**config.mk**
```make
export PLATFORM = sky130hd
export DESIGN_NAME = chc2442_spi_master
export DESIGN_NICKNAME = d
export VERILOG_FILES = /design/src/rtl/chc2442_spi_master.sv
export SDC_FILE = /design/constraint.sdc
export NUM_CORES = 1
export LEC_CHECK = 0
export CAP_MARGIN = 20
export CORE_MARGIN = 2
export CORE_UTILIZATION = 55
export CTS_BUF_LIST = sky130_fd_sc_hd__clkbuf_8 sky130_fd_sc_hd__clkbuf_16
export DETAILED_ROUTE_END_ITERATION = 8
export GPL_TIMING_DRIVEN = 0
export HOLD_SLACK_MARGIN = 0.06
export PLACE_DENSITY = 0.86
export SLEW_MARGIN = 20
export SYNTH_ARGS = -nofsm -noshare
export SYNTH_HDL_FRONTEND = slang
export SYNTH_SLANG_ARGS = --single-unit
```
**constraint.sdc**
```tcl
create_clock -name sys_clk -period 2.6 [get_ports sys_clk]
set_input_delay 0.78 -clock sys_clk [delete_from_list [all_inputs] [get_ports sys_clk]]
set_output_delay 0.78 -clock sys_clk [all_outputs]
set_load 0.005 [all_outputs]
```
**src/rtl/chc2442_spi_master.sv**
```systemverilog
// chc2442_spi_master
// Drains the CHC2442 command FIFO and serialises each valid word onto the PLL SPI pins.
// Each FIFO word is {valid, is_read, frame[23:0]}. A word with valid=0 is popped and
// discarded. Any other word is shifted MSB-first in one CSN frame (CPOL=0, CPHA=0).
// On a read frame, the trailing RD_BITS MISO bits are returned on rd_data.
//
// FIFO handshake: fifo_rd_en is a one-cycle pop strobe. It is only raised from IDLE
// while fifo_empty=0. fifo_dout is treated as valid exactly one cycle later (the WAIT
// state) and is ignored at every other time.
//
// CSN-low frame length is CS_SETUP + FRAME_BITS*2*CLK_DIV + CS_HOLD + 2 cycles
// (198 with the default parameters). The extra two cycles come from:
//   - one CSN-assert cycle ahead of the setup count, and
//   - one settle cycle with SCLK low after the last falling edge, ahead of the hold count.
// The design uses the following timing:
//   SETUP lasts CS_SETUP+1 cycles.
//   Each bit is CLK_DIV cycles with SCLK low, then CLK_DIV cycles with SCLK high.
//   HOLD lasts CS_HOLD+1 cycles.
//   GAP lasts CS_GAP cycles.
// The CSN-high time between frames is therefore CS_GAP+3 cycles (GAP + IDLE + POP + WAIT).
module chc2442_spi_master #(
    parameter int CLK_DIV    = 4,
    parameter int CS_SETUP   = 2,
    parameter int CS_HOLD    = 2,
    parameter int CS_GAP     = 4,
    parameter int FRAME_BITS = 24,
    parameter int RD_BITS    = 16
) (
    input  logic               sys_clk,
    input  logic               sys_rst,
    input  logic               fifo_empty,
    input  logic [25:0]        fifo_dout,
    output logic               fifo_rd_en,
    output logic               spi_csn,
    output logic               spi_sclk,
    output logic               spi_mosi,
    input  logic               spi_miso,
    output logic [RD_BITS-1:0] rd_data,
    output logic               rd_valid,
    output logic               busy
);

    typedef enum logic [2:0] {
        S_IDLE  = 3'd0,
        S_POP   = 3'd1,
        S_WAIT  = 3'd2,
        S_SETUP = 3'd3,
        S_SHIFT = 3'd4,
        S_HOLD  = 3'd5,
        S_GAP   = 3'd6
    } state_t;

    localparam logic [15:0] SETUP_LAST = 16'(CS_SETUP);
    localparam logic [15:0] LOW_LAST   = 16'(CLK_DIV - 1);
    localparam logic [15:0] HIGH_LAST  = 16'(2 * CLK_DIV - 1);
    localparam logic [15:0] HOLD_LAST  = 16'(CS_HOLD);
    localparam logic [15:0] GAP_LAST   = 16'(CS_GAP - 1);
    localparam logic [7:0]  BIT_LAST   = 8'(FRAME_BITS - 1);

    state_t                state;
    logic [15:0]           cnt;
    logic [7:0]            bit_cnt;
    logic [FRAME_BITS-1:0] tx_sreg;
    logic [RD_BITS-1:0]    rx_sreg;
    logic                  is_read;

    // Frame sequencer: every output is a register updated on the transition that enters
    // the state in which that output takes effect.
    always_ff @(posedge sys_clk) begin
        if (sys_rst) begin
            state      <= S_IDLE;
            cnt        <= '0;
            bit_cnt    <= '0;
            tx_sreg    <= '0;
            rx_sreg    <= '0;
            is_read    <= 1'b0;
            fifo_rd_en <= 1'b0;
            spi_csn    <= 1'b1;
            spi_sclk   <= 1'b0;
            spi_mosi   <= 1'b0;
            rd_data    <= '0;
            rd_valid   <= 1'b0;
            busy       <= 1'b0;
        end else begin
            fifo_rd_en <= 1'b0;
            rd_valid   <= 1'b0;
            case (state)
                S_IDLE: begin
                    if (!fifo_empty) begin
                        fifo_rd_en <= 1'b1;
                        busy       <= 1'b1;
                        state      <= S_POP;
                    end
                end
                S_POP: begin
                    state <= S_WAIT;
                end
                S_WAIT: begin
                    // The popped word is on fifo_dout only during this cycle.
                    tx_sreg <= fifo_dout[FRAME_BITS-1:0];
                    is_read <= fifo_dout[24];
                    cnt     <= '0;
                    if (fifo_dout[25]) begin
                        spi_csn  <= 1'b0;
                        spi_mosi <= fifo_dout[FRAME_BITS-1];
                        state    <= S_SETUP;
                    end else begin
                        state <= S_GAP;
                    end
                end
                S_SETUP: begin
                    if (cnt == SETUP_LAST) begin
                        cnt     <= '0;
                        bit_cnt <= '0;
                        state   <= S_SHIFT;
                    end else begin
                        cnt <= cnt + 16'd1;
                    end
                end
                S_SHIFT: begin
                    if (cnt == LOW_LAST) begin
                        // MISO is captured on the same edge that raises SCLK.
                        spi_sclk <= 1'b1;
                        rx_sreg  <= {rx_sreg[RD_BITS-2:0], spi_miso};
                        cnt      <= cnt + 16'd1;
                    end else if (cnt == HIGH_LAST) begin
                        spi_sclk <= 1'b0;
                        cnt      <= '0;
                        tx_sreg  <= tx_sreg << 1;
                        if (bit_cnt == BIT_LAST) begin
                            spi_mosi <= 1'b0;
                            state    <= S_HOLD;
                        end else begin
                            spi_mosi <= tx_sreg[FRAME_BITS-2];
                            bit_cnt  <= bit_cnt + 8'd1;
                        end
                    end else begin
                        cnt <= cnt + 16'd1;
                    end
                end
                S_HOLD: begin
                    if (cnt == HOLD_LAST) begin
                        spi_csn <= 1'b1;
                        cnt     <= '0;
                        state   <= S_GAP;
                        if (is_read) begin
                            rd_data  <= rx_sreg;
                            rd_valid <= 1'b1;
                        end
                    end else begin
                        cnt <= cnt + 16'd1;
                    end
                end
                S_GAP: begin
                    if (cnt == GAP_LAST) begin
                        cnt   <= '0;
                        busy  <= 1'b0;
                        state <= S_IDLE;
                    end else begin
                        cnt <= cnt + 16'd1;
                    end
                end
                default: begin
                    spi_csn  <= 1'b1;
                    spi_sclk <= 1'b0;
                    busy     <= 1'b0;
                    state    <= S_IDLE;
                end
            endcase
        end
    end

endmodule

```
* After elaboration in Yosys (flattened, before gate mapping) *
Cells that the tools add are included.

word-level totals
  register bits = 89
  bits of input ports = 30
  output and inout bits = 22
  word-level logic and storage cells = 98

cells by class
  $add $sub $neg = 2
  equality and inequality tests = 20
  muxes and demuxes = 38
  bitwise operators = 6
  reduce and logical (&&, ||, !) cells = 19

operator list
  kind                                                   count
  2-to-1 mux 16 bit                                      4
  one-hot mux 16 bit (4 select lines)                    1
  2-to-1 mux 23 bit                                      2
  one-hot mux 23 bit (2 select lines)                    1
  equality test 16 x 2 -> 1 bit (second input constant)  2
  2-to-1 mux 8 bit                                       4
  2-to-1 mux 3 bit                                       8
  one-hot mux 3 bit (7 select lines)                     1
  inequality test 2 bit (second input constant)          9
  adder 16 x 1 -> 16 bit (second input constant)         1
  equality test 16 x 3 -> 1 bit (second input constant)  1
  one-hot mux 8 bit (2 select lines)                     1
  2-to-1 mux 1 bit                                       12
  AND reduction 3 bit                                    4
  OR reduction 5 bit                                     2
  equality test 3 bit (second input constant)            3
  adder 8 x 1 -> 8 bit (second input constant)           1
  equality test 8 x 5 -> 1 bit (second input constant)   1
  AND reduction 7 bit                                    1
  equality test 3 x 2 -> 1 bit (second input constant)   2
  inverter 1 bit                                         6
  one-hot mux 1 bit (3 select lines)                     2
  OR reduction 6 bit                                     1
  AND reduction 5 bit                                    1
  other kinds (10)                                       14

* Longest topological paths before layout *
  depth after elaboration = 5
  mapped depth = 10
  gate-level depth less buffers = 7

* Least setup slack after synthesis *
Ideal clock, no wire load.

  kind = register to register
  start point = register cnt[0]
  end point = register bit_cnt[2]
  library setup time = 0.070 ns
  arrival time = 1.883 ns
  data required time = 2.530 ns
  slack = 0.648 ns
  stages on the path, launching flop included = 8
  buffers on the path = 1
  clock period less this slack = 1.952 ns
  path through = dfxtp_1 ha_1 nor3b_1 and4_4 a21oi_2 buf_6 or4_1 a21oi_1

on the way
  cells in the longest elaborated chain, start to end = 3
  elaborated cells on any way between the ends = 7
  those cells by class = eq/ne (6); reduce/logical (1)

RTL lines
  element                                                      line  source
  from (decl)                                                  61    logic [15:0] cnt;
  from (signal assigned)                                       117   cnt <= cnt + 16'd1;
  from (signal assigned)                                       125   cnt <= cnt + 16'd1;
  from (signal assigned)                                       138   cnt <= cnt + 16'd1;
  equality test 16 x 2 -> 1 bit, or another cell as far along  112   if (cnt == SETUP_LAST) begin
  inequality test 2 bit (no source line)                       -
  AND reduction 5 bit (no source line) (*)                     -
  to (signal assigned)                                         135   bit_cnt <= bit_cnt + 8'd1;
  to (decl)                                                    62    logic [7:0] bit_cnt;

Every way passes the cells marked *; elsewhere a longest branch is shown, timed or not.
A chain may end at the register's enable or synchronous reset.

* Worst setup path in the final report *
  start point = register cnt[0]
  end point = register tx_sreg[13]

on the way
  cells in the longest elaborated chain, start to end = 3
  elaborated cells on any way between the ends = 5
  those cells by class = eq/ne (4); reduce/logical (1)

RTL lines
  element                                                                                line      source
  equality test 16 x 3 -> 1 bit / equality test 16 x 2 -> 1 bit (equally long branches)  126, 121
  inequality test 2 bit (no source line)                                                 -
  AND reduction 3 bit (no source line) (*)                                               -
  to (signal assigned)                                                                   100       tx_sreg <= fifo_dout[FRAME_BITS-1:0];
  to (signal assigned)                                                                   129       tx_sreg <= tx_sreg << 1;
  to (decl)                                                                              63        logic [FRAME_BITS-1:0] tx_sreg;

Marked as above.

==> run_results.csv <==
group,metric,value,unit
sta,worstMarginPinSlew,864,ps
synth,synth-adder-area-share,0.00909,
floorplan,ios,52,
critical_path,r2r_cells,8,
sta,drv_slew,0,
synth,yosysSeqAreaShare,0.432,
cells_and_area,final_common_cell,"nand2_1",
sta,fmax,0.437,GHz
synth,synthMuxAreaShare,0.00727,
floorplan,core,0.00725,mm^2
synth,syn_area,0.00413,mm^2
critical_path,worstSetupStartpointType,"flop",
floorplan,die_y,90.6,um
critical_path,crit_fanout,10,
detailed_routing,wire_per_inst,14.6,um
critical_path,end_kind,"flop",
sta,tns,0,ps
min_path,hp-start,"rd_data[14]",
sta,rsz0062_at_grt,"no",
clock_network,cts.clk_slew.worst_paths,90,ps
global_route,overflow,0,
placement,hpwl,7.06,mm
synth,yosys_register_bits,89,
detailed_routing,finalWirelength,10.1,mm
placement,portBuffers,51,
min_path,min_path_type,"flop to flop",
critical_path,crit_type,"flop to flop",
power_and_ir_drop,internal_power,2.36,mW
flow_run,maxCapViolCount,0,
synth,synth_ff_type,"dfxtp_1",
synth,ys_warn_count,0,
global_route,grt_pass1_wl,16.8,mm
sta,period_share,0.880,
sta,hold_viol_final,0,
detailed_routing,drtIter0Drc,356,
synth,synth_top_family_by_area,"simple AND/OR/NAND/NOR gates",
floorplan,dieArea,0.00821,mm^2
detailed_routing,firstDrtPassIters,5,
sta,setup_violations,0,
clock_network,cts_buffers,9,
synth,syn_avg_cell_area,7.91,um^2
sta,finalClockSkew,14.1,ps
outcome,status,"complete, no violations",
synth,synth_simple_gate_area_frac,0.267,
min_path,min_to,"rd_data[14]",
global_route,antenna_found_initial,0,
critical_path,required,2860,ps
clock_network,worstSkewPairLatency,360,ps
synth,synth_async_sr_flop_share,0,
clock_network,cts_max_level,3,
cells_and_area,nets,619,
sta,max_slew_margin,0.418,
floorplan,initial_core_util,0.569,
synth,synth_edf_count,0,
power_and_ir_drop,p_per_area,740,mW/mm^2
global_route,grt_usage,0.248,
cells_and_area,drive_above_1_share,0.0797,
cells_and_area,layout_common_cells,"126 x nand2_1, 89 x dfxtp_1, 64 x a21oi_1",
min_path,holdPathStages,2,
placement,placed_cell_area,0.00476,mm^2
synth,ys_types,60,
floorplan,die_w,90.6,um
critical_path,cp-startpoint,"cnt[0]",
critical_path,rr_endpoint,"tx_sreg[13]",
power_and_ir_drop,irDropWorstVdd,388,uV
floorplan,rows,31,
sta,min_period,2290,ps
power_and_ir_drop,p_seq_frac,0.455,
power_and_ir_drop,p_sw,1.30,mW
critical_path,timing.rr.start,"cnt[0]",
global_route,grt_max_degree,15,
cells_and_area,area_growth,19.9,%
clock_network,cts_tree,"done",
critical_path,rrSetupSlack,310,ps
synth,syn_nets,555,
power_and_ir_drop,p_clk_frac,0.233,
synth,yosys.area_share.xor_xnor,0.00637,
detailed_routing,ant_nets,0,
critical_path,crit_arrival,2550,ps
clock_network,cts_root_buf,"clkbuf_8",
clock_network,clock_sinks,89,
synth,postSynthCellCount,522,
cells_and_area,stdcell_area,0.00495,mm^2
detailed_routing,vias,4049,
detailed_routing,routed_via_density,5.88,
detailed_routing,drc_errors,0,
placement,gp_congestion,0.892,
global_route,grt_pass1_vias,3704,
cells_and_area,diodes,0,
clock_network,clockBufferDepth,2,
cells_and_area,n_fill_cell,595,
power_and_ir_drop,swShare,0.356,
synth,synth_compound_area_frac,0.226,
power_and_ir_drop,pwr-share-comb,0.312,
power_and_ir_drop,cellLeakagePower,1.66,nW
## per-stage QoR
stage | util | worst slack [ps] | total power [mW] | std cells | hold WS [ps]
after floorplan | - | 648 | 2.47 | 522 | 432
after global placement | 0.657 | 168 | 2.76 | 672 | 434
after detailed placement | 0.657 | 128 | 2.80 | 672 | 446
after CTS | 0.680 | 236 | 3.65 | 687 | 457
after global routing | 0.682 | 46.4 | 3.86 | 689 | 470
final | 0.682 | 311 | 3.66 | 689 | 456
## how the worst max path moves through the flow
stage,to,depth (start not counted)
6_report,tx_sreg[13],8
5_1_grt,tx_sreg[8],8
4_1_cts,tx_sreg[8],8
3_5_place_dp,state[0],4
3_3_place_gp,state[0],4
2_1_floorplan,bit_cnt[2],7
## flip-flops by register name, summed over array words and instances, names as in the netlist, 3 cells and up
register / cells
bit_cnt: 8
cnt: 16
rd_data: 16
rx_sreg: 16
state: 3
tx_sreg: 23
## layout make-up
class,count,area (um^2),area share
clock inverters,5,33.8,0.00683
inverters,7,26.3,0.00531
repair buffers,53,526,0.106
clock buffers,10,138,0.0278
well taps,99,124,0.0250
multi-input cells,389,2130,0.430
flip-flops and latches,89,1780,0.360
plain buffers,37,193,0.0389
## Yosys cell counts (2+ instances only)
cell type  count  area, um^2
a41oi_1        2        17.5
nor2b_1        3        18.8
buf_4          4        30.0
nor3_1         8        40.0
o21ai_0       16        80.1
nand3_1       17        85.1
nand2_1      126         473
ha_1           3        37.5
nor2_2         2        12.5
nor4_4         2        42.5
o21bai_1       2        15.0
buf_2         10        50.1
a21o_1         3        22.5
nor3b_1        3        22.5
a211oi_1       4        30.0
nor2_1        39         146
a21oi_1       64         320
or2_2          2        12.5
a311oi_1      26         228
and4_1         2        17.5
a21oi_2        2        17.5
o31a_1         3        26.3
or3_1          3        18.8
o22ai_1        2        12.5
o41ai_1        2        17.5
dfxtp_1       89        1780
clkbuf_1      19        71.3
xnor2_1        2        17.5
nor4b_1        2        17.5
buf_6          3        33.8
or4_1          4        30.0
o21a_1         2        15.0
nand4b_1       2        17.5
and3_1         3        18.8
nor4_1         2        12.5
mux2i_1        3        30.0
clkinv_1       2        7.51
a22oi_1        2        15.0
a31oi_1        6        37.5
nand4_1        4        25.0
inv_1          5        18.8
o31ai_1        4        30.0
## worst max-delay path: stages, from the launching register on
cell	delay (ps)
dfxtp_1	430
ha_1	290
nor3b_1	310
nand4_1	250
o21ai_1	240
buf_4	200
buf_4	180
nor2_1	50
a311oi_1	240
## routing by layer
| metal | track usage | routed length [um] | vias to the layer above |
|---|---|---|---|
| met4 | 0.117 | 301 | 0 |
| met1 | 0.322 | 4450 | 1852 |
| met3 | 0.0384 | 693 | 35 |
| met5 | 0 | 0 | - |
| met2 | 0.407 | 4650 | 174 |
| li1 | - | - | 1988 |
## power by group through the flow
stage	sequential [mW]	clock [mW]	combinational [mW]
after detailed placement	1.69	0	1.11
after floorplan	1.67	0	0.805
final	1.67	0.852	1.14
after global placement	1.68	0	1.08
after CTS	1.66	0.864	1.12
after global routing	1.68	0.910	1.26
## cells by family after synthesis
kind of cell / after synthesis
AOI/OAI and AO/OA: 146
adders and majority gates: 3
muxes: 3
DFF: 89
buffers and inverters: 44
xor gates and xnor gates: 3
and+or+nand+nor: 234
## what timing repair did
| action | 4_1_cts | 5_1_grt |
|---|---|---|
| setup buffers | 0 | 2 |
| setup endpoints to repair | 0 | 13 |
| hold buffers | 0 | 0 |
| gates resized for setup | 0 | 0 |
Power figures use the tool's default switching activity.
